## src/rtl/shooter_game_engine.sv

```systemverilog
// Game-state engine for the shooter: synchronises the buttons and advances airplane, gun,
// bullet, hit detection, score and the PLAY/HIT/OVER state once per frame_tick.
module shooter_game_engine #(
  parameter int SCREEN_W    = 640,
  parameter int AIR_Y       = 40,
  parameter int AIR_W       = 32,
  parameter int AIR_H       = 16,
  parameter int AIR_STEP    = 2,
  parameter int GUN_Y       = 440,
  parameter int GUN_W       = 32,
  parameter int GUN_STEP    = 4,
  parameter int BULLET_W    = 4,
  parameter int BULLET_H    = 8,
  parameter int BULLET_STEP = 8,
  parameter int HIT_FRAMES  = 30,
  parameter int WIN_SCORE   = 10
) (
  input  logic       clk,
  input  logic       reset,
  input  logic       frame_tick,
  input  logic       bDer,
  input  logic       bIzq,
  input  logic       bCen,
  output logic [9:0] airplane_x,
  output logic [9:0] gun_x,
  output logic [9:0] bullet_x,
  output logic [9:0] bullet_y,
  output logic       bullet_on,
  output logic       col,
  output logic [4:0] score,
  output logic       finish
);

  localparam int          CW      = $clog2(HIT_FRAMES + 1);
  localparam logic [10:0] AIR_MAX = 11'(SCREEN_W - AIR_W);
  localparam logic [10:0] GUN_MAX = 11'(SCREEN_W - GUN_W);
  localparam logic [10:0] GUN_RST = 11'((SCREEN_W - GUN_W) / 2);
  localparam logic [10:0] A_STEP  = 11'(AIR_STEP);
  localparam logic [10:0] G_STEP  = 11'(GUN_STEP);
  localparam logic [10:0] B_STEP  = 11'(BULLET_STEP);
  localparam logic [10:0] B_OFS   = 11'(GUN_W / 2 - BULLET_W / 2);
  localparam logic [10:0] B_Y0    = 11'(GUN_Y - BULLET_H);

  typedef enum logic [1:0] {PLAY, HIT, OVER} state_t;
  state_t state_reg, state_next;

  logic [2:0]    sync1_reg, sync2_reg;
  logic          cen_prev_reg;
  logic          fire_rise, move_r, move_l, hit;
  logic [10:0]   air_x_reg, air_x_next, gun_x_reg, gun_x_next;
  logic [10:0]   bul_x_reg, bul_x_next, bul_y_reg, bul_y_next;
  logic          air_right_reg, air_right_next, bul_on_reg, bul_on_next;
  logic          fire_pending_reg, fire_pending_next;
  logic [4:0]    score_reg, score_next;
  logic [CW-1:0] hit_cnt_reg, hit_cnt_next;

  // Bit order of the synchroniser: [0]=right, [1]=left, [2]=fire.
  always_ff @(posedge clk) begin
    if (reset) begin
      sync1_reg    <= '0;
      sync2_reg    <= '0;
      cen_prev_reg <= 1'b0;
    end else begin
      sync1_reg    <= {bCen, bIzq, bDer};
      sync2_reg    <= sync1_reg;
      cen_prev_reg <= sync2_reg[2];
    end
  end

  assign fire_rise = sync2_reg[2] & ~cen_prev_reg;
  assign move_r    = sync2_reg[0] & ~sync2_reg[1];
  assign move_l    = sync2_reg[1] & ~sync2_reg[0];

  assign hit = bul_on_reg
            && (bul_x_reg + 11'(BULLET_W) > air_x_reg)
            && (bul_x_reg < air_x_reg + 11'(AIR_W))
            && (bul_y_reg < 11'(AIR_Y + AIR_H))
            && (bul_y_reg + 11'(BULLET_H) > 11'(AIR_Y));

  always_ff @(posedge clk) begin
    if (reset) state_reg <= PLAY;
    else       state_reg <= state_next;
  end

  always_comb begin
    state_next = state_reg;
    if (frame_tick) begin
      case (state_reg)
        PLAY:    if (hit) state_next = HIT;
        HIT:     if (hit_cnt_reg == CW'(1))
                   state_next = (score_reg >= 5'(WIN_SCORE)) ? OVER : PLAY;
        default: state_next = state_reg;
      endcase
    end
  end

  always_comb begin
    col        = (state_reg == HIT);
    finish     = (state_reg == OVER);
    airplane_x = air_x_reg[9:0];
    gun_x      = gun_x_reg[9:0];
    bullet_x   = bul_x_reg[9:0];
    bullet_y   = bul_y_reg[9:0];
    bullet_on  = bul_on_reg;
    score      = score_reg;
  end

  always_comb begin
    air_x_next        = air_x_reg;
    air_right_next    = air_right_reg;
    gun_x_next        = gun_x_reg;
    bul_x_next        = bul_x_reg;
    bul_y_next        = bul_y_reg;
    bul_on_next       = bul_on_reg;
    score_next        = score_reg;
    hit_cnt_next      = hit_cnt_reg;
    // A rising edge on the same cycle as a tick survives for the next frame.
    fire_pending_next = fire_rise | (fire_pending_reg & ~frame_tick);
    if (frame_tick && state_reg != OVER) begin
      if (move_r)
        gun_x_next = (gun_x_reg + G_STEP >= GUN_MAX) ? GUN_MAX : gun_x_reg + G_STEP;
      else if (move_l)
        gun_x_next = (gun_x_reg <= G_STEP) ? 11'd0 : gun_x_reg - G_STEP;
    end
    if (frame_tick && state_reg == PLAY) begin
      if (hit) begin
        bul_on_next  = 1'b0;
        score_next   = score_reg + 5'd1;
        hit_cnt_next = CW'(HIT_FRAMES);
      end else begin
        if (air_right_reg) begin
          if (air_x_reg + A_STEP >= AIR_MAX) begin
            air_x_next     = AIR_MAX;
            air_right_next = 1'b0;
          end else begin
            air_x_next = air_x_reg + A_STEP;
          end
        end else if (air_x_reg <= A_STEP) begin
          air_x_next     = 11'd0;
          air_right_next = 1'b1;
        end else begin
          air_x_next = air_x_reg - A_STEP;
        end
        if (bul_on_reg && bul_y_reg < B_STEP) begin
          bul_on_next = 1'b0;
        end else if (bul_on_reg) begin
          bul_y_next = bul_y_reg - B_STEP;
        end else if (fire_pending_reg) begin
          bul_on_next = 1'b1;
          bul_x_next  = gun_x_reg + B_OFS;
          bul_y_next  = B_Y0;
        end
      end
    end else if (frame_tick && state_reg == HIT) begin
      hit_cnt_next = (hit_cnt_reg == CW'(1)) ? '0 : hit_cnt_reg - CW'(1);
    end
  end

  always_ff @(posedge clk) begin
    if (reset) begin
      air_x_reg        <= '0;
      air_right_reg    <= 1'b1;
      gun_x_reg        <= GUN_RST;
      bul_x_reg        <= '0;
      bul_y_reg        <= '0;
      bul_on_reg       <= 1'b0;
      score_reg        <= '0;
      hit_cnt_reg      <= '0;
      fire_pending_reg <= 1'b0;
    end else begin
      air_x_reg        <= air_x_next;
      air_right_reg    <= air_right_next;
      gun_x_reg        <= gun_x_next;
      bul_x_reg        <= bul_x_next;
      bul_y_reg        <= bul_y_next;
      bul_on_reg       <= bul_on_next;
      score_reg        <= score_next;
      hit_cnt_reg      <= hit_cnt_next;
      fire_pending_reg <= fire_pending_next;
    end
  end

endmodule
```

## config.mk

```make
export PLATFORM = sky130hd
export DESIGN_NAME = shooter_game_engine
export DESIGN_NICKNAME = d
export VERILOG_FILES = /design/src/rtl/shooter_game_engine.sv
export SDC_FILE = /design/constraint.sdc
export NUM_CORES = 1
export LEC_CHECK = 0
export CORE_MARGIN = 10
export CORE_UTILIZATION = 40
export DETAILED_ROUTE_END_ITERATION = 16
export GPL_TIMING_DRIVEN = 1
export PLACE_DENSITY_LB_ADDON = 0.25
export SYNTH_ARGS = -nofsm -noshare
export SYNTH_HDL_FRONTEND = slang
export SYNTH_SLANG_ARGS = --single-unit
```

## constraint.sdc

```tcl
create_clock -name clk -period 3.7 [get_ports clk]
set_input_delay 0.555 -clock clk [delete_from_list [all_inputs] [get_ports clk]]
set_output_delay 0.555 -clock clk [all_outputs]
set_load 0.1 [all_outputs]
```

==> flow_summary.ini <==
[run_status]
outcome = completed

[yosys]
syn_inst = 584
synth.area.top_cells = dfxtp_1 (26%), ha_1 (9.9%), buf_4 (6.6%)
synth_area_sq_um = 4547
yosysMostFrequentCell = nor2_1
yosysUniqueCellTypes = 68
ys.warnings.count = 0
synth-main-ff-cell = dfxtp_1
synth_edf_count = 0
avgSynthCellArea_sq_um = 7.786
synth-simple-area-share_pct = 24.27
synth-compound-area-share_pct = 21.90
synth.area.mux_share_pct = 0.7155
ys_ff_latch = 59
synth-xor-area-share_pct = 5.394
synth_top_family_by_area = simple AND/OR/NAND/NOR gates
synth_top_cell_area_share_pct = 25.98
yosys-top-cells-count = nor2_1 (60), dfxtp_1 (59), nand2_1 (46), buf_4 (40), ha_1 (36)
ys_seq_area_share_pct = 25.98
synth_fa_ha_area_share_pct = 9.906
yosysTopAreaCell = dfxtp_1
synthArstFlopShare_pct = 0

[global_route]
grt_usage_pct = 14.44
antenna_found_initial = 0
grt-ovfl-total = 0
grt_pass1_wl_um = 19940
grt_pass1_vias = 3948
grt_max_degree = 60

[flow_run]
drv_cap = 0

[clocking]
cts_hold_buf = 0
cts-root-buf = clkbuf_16
cts_tree = yes
cts_max_level = 3
cts_sinks = 59
path_clk_slew_ns = 0.05
cts_buffers = 9
cts.path.max_buffers = 2
clk_latency_ns = 0.32

[detailed_routing]
ant_nets = 0
vias_per_cell = 5.713
first_pass_iters = 5
wl_um = 11800
route.detailed.wl_per_inst_um = 16.23
via_count = 4153
drtIter0Drc = 357
route.detailed.drc = 0

[critical_path]
reg2reg_slack_ns = 0.32
worstPathRequired_ns = 3.94
rr_endpoint = air_x_reg[2]$_SDFFE_PP0P_
arrival_ns = 3.61
critPathMaxFanout = 12
cp-start-kind = register
r2r_cells = 12
r2r-start = air_x_reg[6]$_SDFFE_PP0P_
endpoint_kind = register
crit_type = reg -> reg
crit_start = air_x_reg[6]$_SDFFE_PP0P_

[worst_hold_path]
min_path_cells = 1
worstHoldEndpoint = sync2_reg[2]$_SDFF_PP0_
hp-start = sync1_reg[2]$_SDFF_PP0_
hp-class = reg -> reg

[power_and_ir_drop]
power_mw = 1.799
cellPowerDensity_nw_per_um2 = 352.0
p_switching_mw = 0.5461
ir_drop_mv = 0.2013
power_frac_comb_pct = 18.8
clkPwrFrac_pct = 43.1
p_int_mw = 1.253
switching_share_pct = 30.36
p_leak_nw = 1.815
seqPwrFrac_pct = 38.1

[final_layout]
final_cells = 727
ff_latch_area_sq_um = 1182
multiInputGateArea_sq_um = 2856
n_fill_cell = 1100
syn_to_final_growth_pct = 12.41
fin_util_pct = 46.54
drive_above_1_share_pct = 6.133
nNetsFinal = 625
antennaDiodeCount = 0

[place]
io_buffers = 46
dp_cells = 712
gp_congestion = 0.8881
dp_hpwl_um = 8598

[sta]
max_freq_ghz = 0.2962
setup_viol = 0
fin_crit_ns = 3.376
tightest_slew_ns = 1.029
hold_viol = 0
slew_violations = 0
setup_tns_ns = 0
fin_hold_ws_ns = 0.4344
min_period_over_period_pct = 91.25
slew_headroom_pct = 31.16
rsz0062_at_grt = no
clock_skew_ns = 0.005922

[die]
design.die.area_sq_um = 16030
core_sq_um = 10980
fp.dieH_um = 126.6
die_w_um = 126.6
initial_core_util_pct = 41.40
io_pins = 54
rows = 38
==> layout by cell type, fill, tap and decap left out, drive strengths merged, types with 7 or more instances in the layout <==
cell type / count
a211oi: 18
a21oi: 33
buf: 10
clkbuf: 13
clkdlybuf4s50: 45
conb: 7
dfxtp: 59
ha: 36
inv: 25
nand2: 46
nand2b: 10
nand3: 18
nand4: 13
nor2: 60
nor2b: 11
nor3: 16
nor4: 7
o21ai: 34
xnor2: 20
xor2: 8
==> power groups by stage <==
stage	registers [mW]	clock network, mW	logic [mW]
after floorplan	0.683	0	0.293
after global placement	0.697	0	0.332
after detailed placement	0.697	0	0.335
after CTS	0.684	0.801	0.337
after global routing	0.689	0.830	0.364
final	0.685	0.776	0.338
==> worst max-delay path, stage by stage, from the launching register on <==
cell and delay [ns]:
dfxtp_1 0.54, ha_1 0.30, nand3_1 0.11, xnor2_1 0.17
ha_1 0.20, a211oi_1 0.22, nor2_1 0.08, or4_4 0.55
nor4_4 0.33, nand2b_1 0.29, buf_4 0.24, a211oi_1 0.06
a211oi_1 0.20
==> per-stage QoR <==
step,area (sq um),setup WS (ns)
floorplan,4569,0.2397
global placement,4827,0.4209
detailed placement,4827,0.3241
CTS,5107,0.2991
global route,5111,0.01178
finish,5111,0.3239
==> cell type report <==
cell class,instances,area share [%]
flip-flops and latches,59,23.13
clock buffers,13,5.288
clock inverters,2,0.1958
well taps,140,3.427
inverters,25,1.836
repair buffers,55,10.23
multi-input cells,433,55.89
==> kinds of logic (layout without fill, tap and decap cells) <==
logic type	Yosys count	in the layout
flip-flops	59	59
XOR/XNOR	28	28
multiplexers	3	3
buffers and inverters	98	95
AND/OR/NAND/NOR	213	213
other	1	7
AO/OA/AOI/OAI	146	146
adder cells (fa/ha/maj)	36	36
==> worst max path at each step <==
| stage | endpoint | slack (ns) | cells past startpoint |
|---|---|---|---|
| floorplan | bul_x_reg[10]$_SDFFE_PP0P_ | 0.24 | 12 |
| global placement | bul_y_reg[7]$_SDFFE_PP0P_ | 0.42 | 14 |
| detailed placement | bul_y_reg[7]$_SDFFE_PP0P_ | 0.32 | 14 |
| CTS | air_x_reg[2]$_SDFFE_PP0P_ | 0.30 | 12 |
| global route | air_x_reg[2]$_SDFFE_PP0P_ | 0.01 | 12 |
| finish | air_x_reg[2]$_SDFFE_PP0P_ | 0.32 | 12 |
==> per-layer routing <==
metal  routed length, um  GRT usage (%)
met5                   0              0
met4                 153          4.689
met2                5790          24.48
met1                5204          17.46
met3                 650          3.499
==> what timing repair did <==
| action | CTS | global route |
|---|---|---|
| buffers inserted | 0 | 0 |
| resized for setup | 0 | 3 |
| setup endpoints to repair | 0 | 5 |
No activity file was read; power rests on OpenSTA's default activity.
